[src/rtl/knn_local_sp_fill_ctrl.sv]
// Upstream controller for one partial-KNN local search-point buffer.
// Fills a single-port URAM from a valid/ready stream, then serves in-order
// random-access reads to the distance stage, sharing the one memory port.
// Optional build macro: KNN_SP_BOUNDS_CHECK_EN (out-of-range read detection).
module knn_local_sp_fill_ctrl #(
    parameter int DATA_WIDTH = 256,
    parameter int ADDR_WIDTH = 11,
    parameter int DEPTH      = 2048,
    parameter int RD_LAT     = 2
) (
    input  logic                  clk,
    input  logic                  reset,
    input  logic                  start,
    input  logic [ADDR_WIDTH:0]   num_words,
    output logic                  busy,
    output logic                  done,
    input  logic [DATA_WIDTH-1:0] in_data,
    input  logic                  in_valid,
    output logic                  in_ready,
    input  logic                  rd_req_valid,
    input  logic [ADDR_WIDTH-1:0] rd_req_addr,
    output logic                  rd_req_ready,
    output logic                  rd_rsp_valid,
    output logic [DATA_WIDTH-1:0] rd_rsp_data,
    output logic                  rd_oob,
    output logic [ADDR_WIDTH-1:0] mem_address0,
    output logic                  mem_ce0,
    output logic                  mem_we0,
    output logic [DATA_WIDTH-1:0] mem_d0,
    input  logic [DATA_WIDTH-1:0] mem_q0
);

    // state | meaning
    // IDLE  | no buffer content owned, waiting for start
    // FILL  | accepting stream beats, writing wr_ptr upward
    // SERVE | buffer filled, answering read requests
    typedef enum logic [1:0] {IDLE, FILL, SERVE} state_t;

    localparam logic [ADDR_WIDTH:0] DEPTH_W = (ADDR_WIDTH+1)'(DEPTH);
    localparam logic [ADDR_WIDTH:0] ONE_W   = (ADDR_WIDTH+1)'(1);

    state_t              state;
    logic [ADDR_WIDTH:0] wr_ptr;
    logic [ADDR_WIDTH:0] fill_len;
    logic [RD_LAT-1:0]   pipe_v;

    logic                wr_fire;
    logic                rd_fire;
    logic                req_oob;
    logic                pipe_empty;
    logic                start_ok;
    logic                last_beat;
    logic [ADDR_WIDTH:0] clamp_len;

    assign pipe_empty = ~|pipe_v;
    assign wr_fire    = reset & in_valid & in_ready;
    assign rd_fire    = reset & rd_req_valid & rd_req_ready;
    assign last_beat  = (wr_ptr == fill_len - ONE_W);
    assign clamp_len  = (num_words > DEPTH_W) ? DEPTH_W : num_words;
    // A request presented together with start in SERVE wins; start is dropped.
    assign start_ok   = start & ((state == IDLE) |
                                 ((state == SERVE) & pipe_empty & ~rd_req_valid));

`ifdef KNN_SP_BOUNDS_CHECK_EN
    logic [RD_LAT-1:0] oob_pipe;
    assign req_oob     = ({1'b0, rd_req_addr} >= fill_len);
    assign rd_rsp_data = oob_pipe[RD_LAT-1] ? '0 : mem_q0;
`else
    assign req_oob     = 1'b0;
    assign rd_oob      = 1'b0;
    assign rd_rsp_data = mem_q0;
`endif

    // Shared memory port: fill writes and serve reads never overlap by state.
    assign mem_ce0      = wr_fire | (rd_fire & ~req_oob);
    assign mem_we0      = wr_fire;
    assign mem_address0 = wr_fire ? wr_ptr[ADDR_WIDTH-1:0] : rd_req_addr;
    assign mem_d0       = in_data;
    assign rd_rsp_valid = pipe_v[RD_LAT-1];

    // Phase sequencing, fill pointer, read-latency pipe and registered handshakes.
    always_ff @(posedge clk) begin
        if (!reset) begin
            state        <= IDLE;
            busy         <= 1'b0;
            done         <= 1'b0;
            in_ready     <= 1'b0;
            rd_req_ready <= 1'b0;
            wr_ptr       <= '0;
            fill_len     <= '0;
            pipe_v       <= '0;
`ifdef KNN_SP_BOUNDS_CHECK_EN
            oob_pipe     <= '0;
            rd_oob       <= 1'b0;
`endif
        end else begin
            done      <= 1'b0;
            pipe_v[0] <= rd_fire;
            for (int i = 1; i < RD_LAT; i++) pipe_v[i] <= pipe_v[i-1];
`ifdef KNN_SP_BOUNDS_CHECK_EN
            oob_pipe[0] <= rd_fire & req_oob;
            for (int i = 1; i < RD_LAT; i++) oob_pipe[i] <= oob_pipe[i-1];
            if (pipe_v[RD_LAT-1] && oob_pipe[RD_LAT-1]) rd_oob <= 1'b1;
            if (start_ok) rd_oob <= 1'b0;
`endif
            if (wr_fire) wr_ptr <= wr_ptr + ONE_W;

            if (start_ok) begin
                fill_len <= clamp_len;
                wr_ptr   <= '0;
                if (clamp_len == '0) begin
                    state        <= SERVE;
                    done         <= 1'b1;
                    busy         <= 1'b0;
                    in_ready     <= 1'b0;
                    rd_req_ready <= 1'b1;
                end else begin
                    state        <= FILL;
                    busy         <= 1'b1;
                    in_ready     <= 1'b1;
                    rd_req_ready <= 1'b0;
                end
            end else if (state == FILL && wr_fire && last_beat) begin
                state        <= SERVE;
                done         <= 1'b1;
                busy         <= 1'b0;
                in_ready     <= 1'b0;
                rd_req_ready <= 1'b1;
            end
        end
    end

endmodule
[config.mk]
export PLATFORM = sky130hd
export DESIGN_NAME = knn_local_sp_fill_ctrl
export DESIGN_NICKNAME = d
export VERILOG_FILES = /design/src/rtl/knn_local_sp_fill_ctrl.sv
export SDC_FILE = /design/constraint.sdc
export NUM_CORES = 1
export LEC_CHECK = 0
export ABC_AREA = 0
export ABC_CLOCK_PERIOD_IN_PS = 7800
export CAP_MARGIN = 20
export CORE_AREA = 2 2 414 416
export CTS_CLUSTER_SIZE = 20
export DETAILED_ROUTE_END_ITERATION = 10
export DIE_AREA = 0 0 416 418
export HOLD_SLACK_MARGIN = 0.05
export PLACE_DENSITY = 0.31
export RECOVER_POWER = 100
export SETUP_SLACK_MARGIN = 0.2
export SYNTH_ARGS = -nofsm -noshare
export SYNTH_HDL_FRONTEND = slang
export SYNTH_SLANG_ARGS = --single-unit
[constraint.sdc]
create_clock -name clk -period 7.8 [get_ports clk]
set_input_delay 1.56 -clock clk [delete_from_list [all_inputs] [get_ports clk]]
set_output_delay 1.56 -clock clk [all_outputs]
set_load 0.02 [all_outputs]
* Word-level counts from Yosys, hierarchy flattened
Index checks and enable logic that the tools add are counted.
** Word-level totals
- Output and inout port bits :: 531
- Bits in registers :: 31
- Input bits :: 540
- Logic and storage cells :: 45
** Cells by class
- Reduce and logical (&&, ||, !) cells :: 8
- Muxes and demuxes :: 13
- Add/sub/neg operators :: 2
- Equality and inequality tests :: 3
- Magnitude comparators :: 1
- Bitwise operators :: 11
** Operators with widths (count)
- $add 12x1->12 const B :: 1
- $eq 12x12->1 :: 1
- $gt 12x12->1 const B :: 1
- $logic_not 12->1 :: 1
- $mux 12 :: 1
- $sub 12x1->12 const B :: 1
- $mux 11 :: 1
- $mux 1 :: 8
- $and 1x1->1 :: 7
- $mux 2 :: 3
- $reduce_or 2->1 :: 2
- $eq 2x1->1 const B :: 1
- $eq 2x2->1 const B :: 1
- $logic_and 1x1->1 :: 2
- $logic_not 2->1 :: 1
- $not 1->1 :: 2
- $or 1x1->1 :: 2
- $reduce_bool 2->1 :: 1
- $logic_not 1->1 :: 1

* Logic depth before layout (Yosys ltp)
- Word-level depth :: 7
- Gate-level depth with buffers :: 8
- Gate-level depth less buffers :: 7

* Worst setup path after synthesis
Ideal clock, no wire load.
- Path kind :: input to output
- From :: in reset
- To :: out mem_address0[0]
- Required time :: 6.240 ns
- Path buffers :: 2
- Arrival :: 2.841 ns
- Stages on the path :: 6
- Setup slack :: 3.399 ns
- Cells stage by stage :: clkbuf_1 nand3_1 inv_1 clkbuf_1 nand2_1 nand2_1
** Between the ends
- Word-level cells in the longest chain between the ends :: 3
** Ends and longest elaborated chain
- start: declaration :: line 12 : input logic reset,
- $and 1x1->1 (2 in series) :: line 56 : assign wr_fire = reset & in_valid & in_ready;
- named net mem_we0 :: line 28 : output logic mem_we0,
- $mux 11 :: line 77 : assign mem_address0 = wr_fire ? wr_ptr[ADDR_WIDTH-1:0] : rd_req_addr;
- end: declaration :: line 26 : output logic [ADDR_WIDTH-1:0] mem_address0,
The timed path passes the listed nets, and every way through them passes these cells.

* Final worst setup path
- From :: in reset
- To :: out mem_address0[10]
** Between the ends
- Word-level cells in the longest chain between the ends :: 3
** Ends and longest elaborated chain (line)
- $and 1x1->1 (2 in series) :: 56
- $mux 11 :: 77
Every way passes these cells.

==> impl_metrics.ini <==
[run_status]
status = complete, no violations

[timing]
fin_crit_ns = 5.775
hold_viol = 0
worst_pin_slew_ns = 0.7110
fin_tns_setup_ns = 0
setup_violations = 0
post-route-period-util = 0.7403
max_freq_mhz = 173.2
slew_headroom = 0.5243
clock_skew_ns = 0.004156
rsz0062_at_grt = no
slew_viol_final = 0
whs_ns = 0.4883

[place]
io_buffers = 45
placed_cell_area_mm2 = 0.004905
gp_congestion = 0.6657
placedCellCount = 2471
place_hpwl_um = 51430

[die]
placementRows = 151
dieArea_mm2 = 0.1739
die_y_um = 418
pin_count = 1071
core_mm2 = 0.1691
fp.dieW_um = 416
start_util = 0.03309

[clock_network]
cts.clk_slew.worst_paths_ns = 0.05
ctsHoldBuffers = 0
cts_resized = 0
cts_buffers = 5
cts-root-buf = clkbuf_16
cts_setup_buffers = 0
tritoncts = yes
htree_levels = 2
clk_latency_ns = 0.28
cts_sinks = 29
clk_path_buf_depth = 2

[final_layout]
fin_cells = 2484
drive_gt1_frac = 0.04981
nets = 802
final_util = 0.02999
syn2layout_area_growth_pct = -9.369
most-common-layout-cells = 34 x nand2_1, 29 x dfxtp_1, 25 x clkdlybuf4s50_1, 20 x dlygate4sd3_1, 19 x nor2_1
final_common_cell = nand2_1
regArea_um2 = 580.6
multiInputGateArea_mm2 = 0.001054
fin_area_mm2 = 0.005071
fillers = 20064

[hold_path]
hold_start = pipe_v[0]$_SDFF_PN0_
hold_path_class = reg -> reg

[synth]
syn_inst = 734
ys_ff_latch = 29
synth_top_area_share = 0.6896
synth-edff-count = 0
syn_nets = 1276
synthAdderAreaFrac = 0.004472
synth-xor-area-share = 0.03287
synthArstFlopShare = 0
synthesis.area_mm2 = 0.005595
muxShareOfSynthArea = 0.003801
syn_avg_cell_area_um2 = 7.623
synth_largest_area_cell = buf_4
synth_area_leaders = buf_4 69%, dfxtp_1 10%, xnor2_1 2.7%
ys_types = 49
yosys_warnings = 0
ys.flop_type = dfxtp_1
yosysSeqAreaShare = 0.1038
synth_compound_area_frac = 0.05836
synth_top_family_by_area = buffers and inverters
synthSimpleGateAreaFrac = 0.08810

[routing]
wire_per_inst_um = 22.24
wl_um = 55250
dr.pass1.iters = 4
ant_nets = 0
drt_iter0_drc = 160
drc = 0
vias = 2836
vias_per_cell = 1.142

[worst_setup_path]
reg2reg_slack_ns = 4.69
path_max_fanout = 11
crit_family = buffers and inverters
worstSetupPathType = in -> out
start_kind = input pin
reg2reg_from = fill_len[0]$_SDFFE_PN0P_
path_buf_inv = 3
crit_top_cell = dlygate4sd3_1
cpPeakStageDelay_ns = 0.85
crit_start = reset
crit_path_end_kind = primary output
cp.arrival_ns = 4.21
worstPathRequired_ns = 6.24
path_cells = dlygate4sd3_1 -> nand3_1 -> clkbuf_1 -> o21ai_0 -> dlygate4sd3_1
worst_path_max_delay_cell = dlygate4sd3_1

[grt]
grt_pass1_vias = 2851
grt_usage = 0.06017
grt_overflow = 0
grt_max_degree = 14
grt_pass1_wl_um = 61110
antenna_found_initial = 23

[pwr]
power_frac_seq = 0.357
netSwitchingFraction = 0.2697
ir_worst_vdd_mv = 0.05870
switchingPower_w = 0.0001190
power_leakage_nw = 0.9305
powerDensity_mw_per_mm2 = 86.98
share_comb_of_total_power = 0.182
pwr-share-clk = 0.461
intPower_w = 0.0003221

[flow_run]
maxCapViolations = 0
stage by stage:
step,total power (W),worst slack (ns)
after floorplan,0.0005878,3.399
after global placement,0.0002455,2.194
after detailed placement,0.0002449,2.149
after CTS,0.0004514,2.143
after global routing,0.0004622,1.825
final,0.0004411,2.025
flip-flops by register name, summed over array words and instances, names as in the netlist:
signal        cells
done              1
fill_len         12
in_ready          1
pipe_v            2
rd_req_ready      1
wr_ptr           12
cells by family (layout without fill, tap and decap cells):
| kind of cell | after synthesis | count (layout) |
|---|---|---|
| AOI/OAI and AO/OA | 45 | 45 |
| xor gates and xnor gates | 21 | 21 |
| adders and majority gates | 2 | 2 |
| buffers and inverters | 537 | 64 |
| DFF | 29 | 29 |
| muxes | 2 | 2 |
| other | 1 | 6 |
| and+or+nand+nor | 97 | 97 |
path summary, 6_finish.rpt:
path / depth (start not counted) / end
setup / recovery: 5 / mem_address0[10]
hold / removal: 1 / pipe_v[1]$_SDFF_PN0_
setup reg to reg: 7 / in_ready$_SDFFE_PN0P_
hold reg to reg: 1 / pipe_v[1]$_SDFF_PN0_
synthesized netlist by cell type (2+ instances only):
cell type and instances:
or4_1 5, nor4_1 4, nand2_1 34, clkbuf_1 10, nor4b_1 2, nand3b_1 2, ha_1 2, dfxtp_1 29
and3_1 3, nor3_1 5, inv_1 10, o21ai_0 10, buf_6 2, buf_4 514, a31oi_1 3, xnor2_1 17
nor2_1 19, a211o_1 2, xor2_1 4, or3_1 4, or4_4 2, nand3_1 7, o31ai_1 5, a21oi_1 4
a22o_1 10, nand4_1 2
power groups by stage:
| stage | logic [W] | registers, W | clock network (W) |
|---|---|---|---|
| CTS | 0.0000846 | 0.000158 | 0.000209 |
| global route | 0.0000886 | 0.000158 | 0.000215 |
| finish | 0.0000803 | 0.000157 | 0.000203 |
| global placement | 0.0000845 | 0.000161 | 0 |
| detailed placement | 0.0000841 | 0.000161 | 0 |
| floorplan | 0.000430 | 0.000158 | 0 |
layer usage:
layer  up-vias  track usage  wire [µm]
li1        878            -          -
met5         -      0.01361        391
met3       184       0.1072      20350
met2       681      0.08565      22670
met1      1079      0.03045       9945
met4        14      0.01824       1893
cell type report:
class                      count  share of cell area
tap                         2218              0.5472
multi-input combinational    168              0.2077
sequential                    29              0.1145
timing repair buffer          46             0.08956
clock buffer                   7             0.03010
inverter                      10            0.007402
antenna                        5            0.002467
clock inverter                 1           0.0009869
No activity file was read; power rests on OpenSTA's default activity.
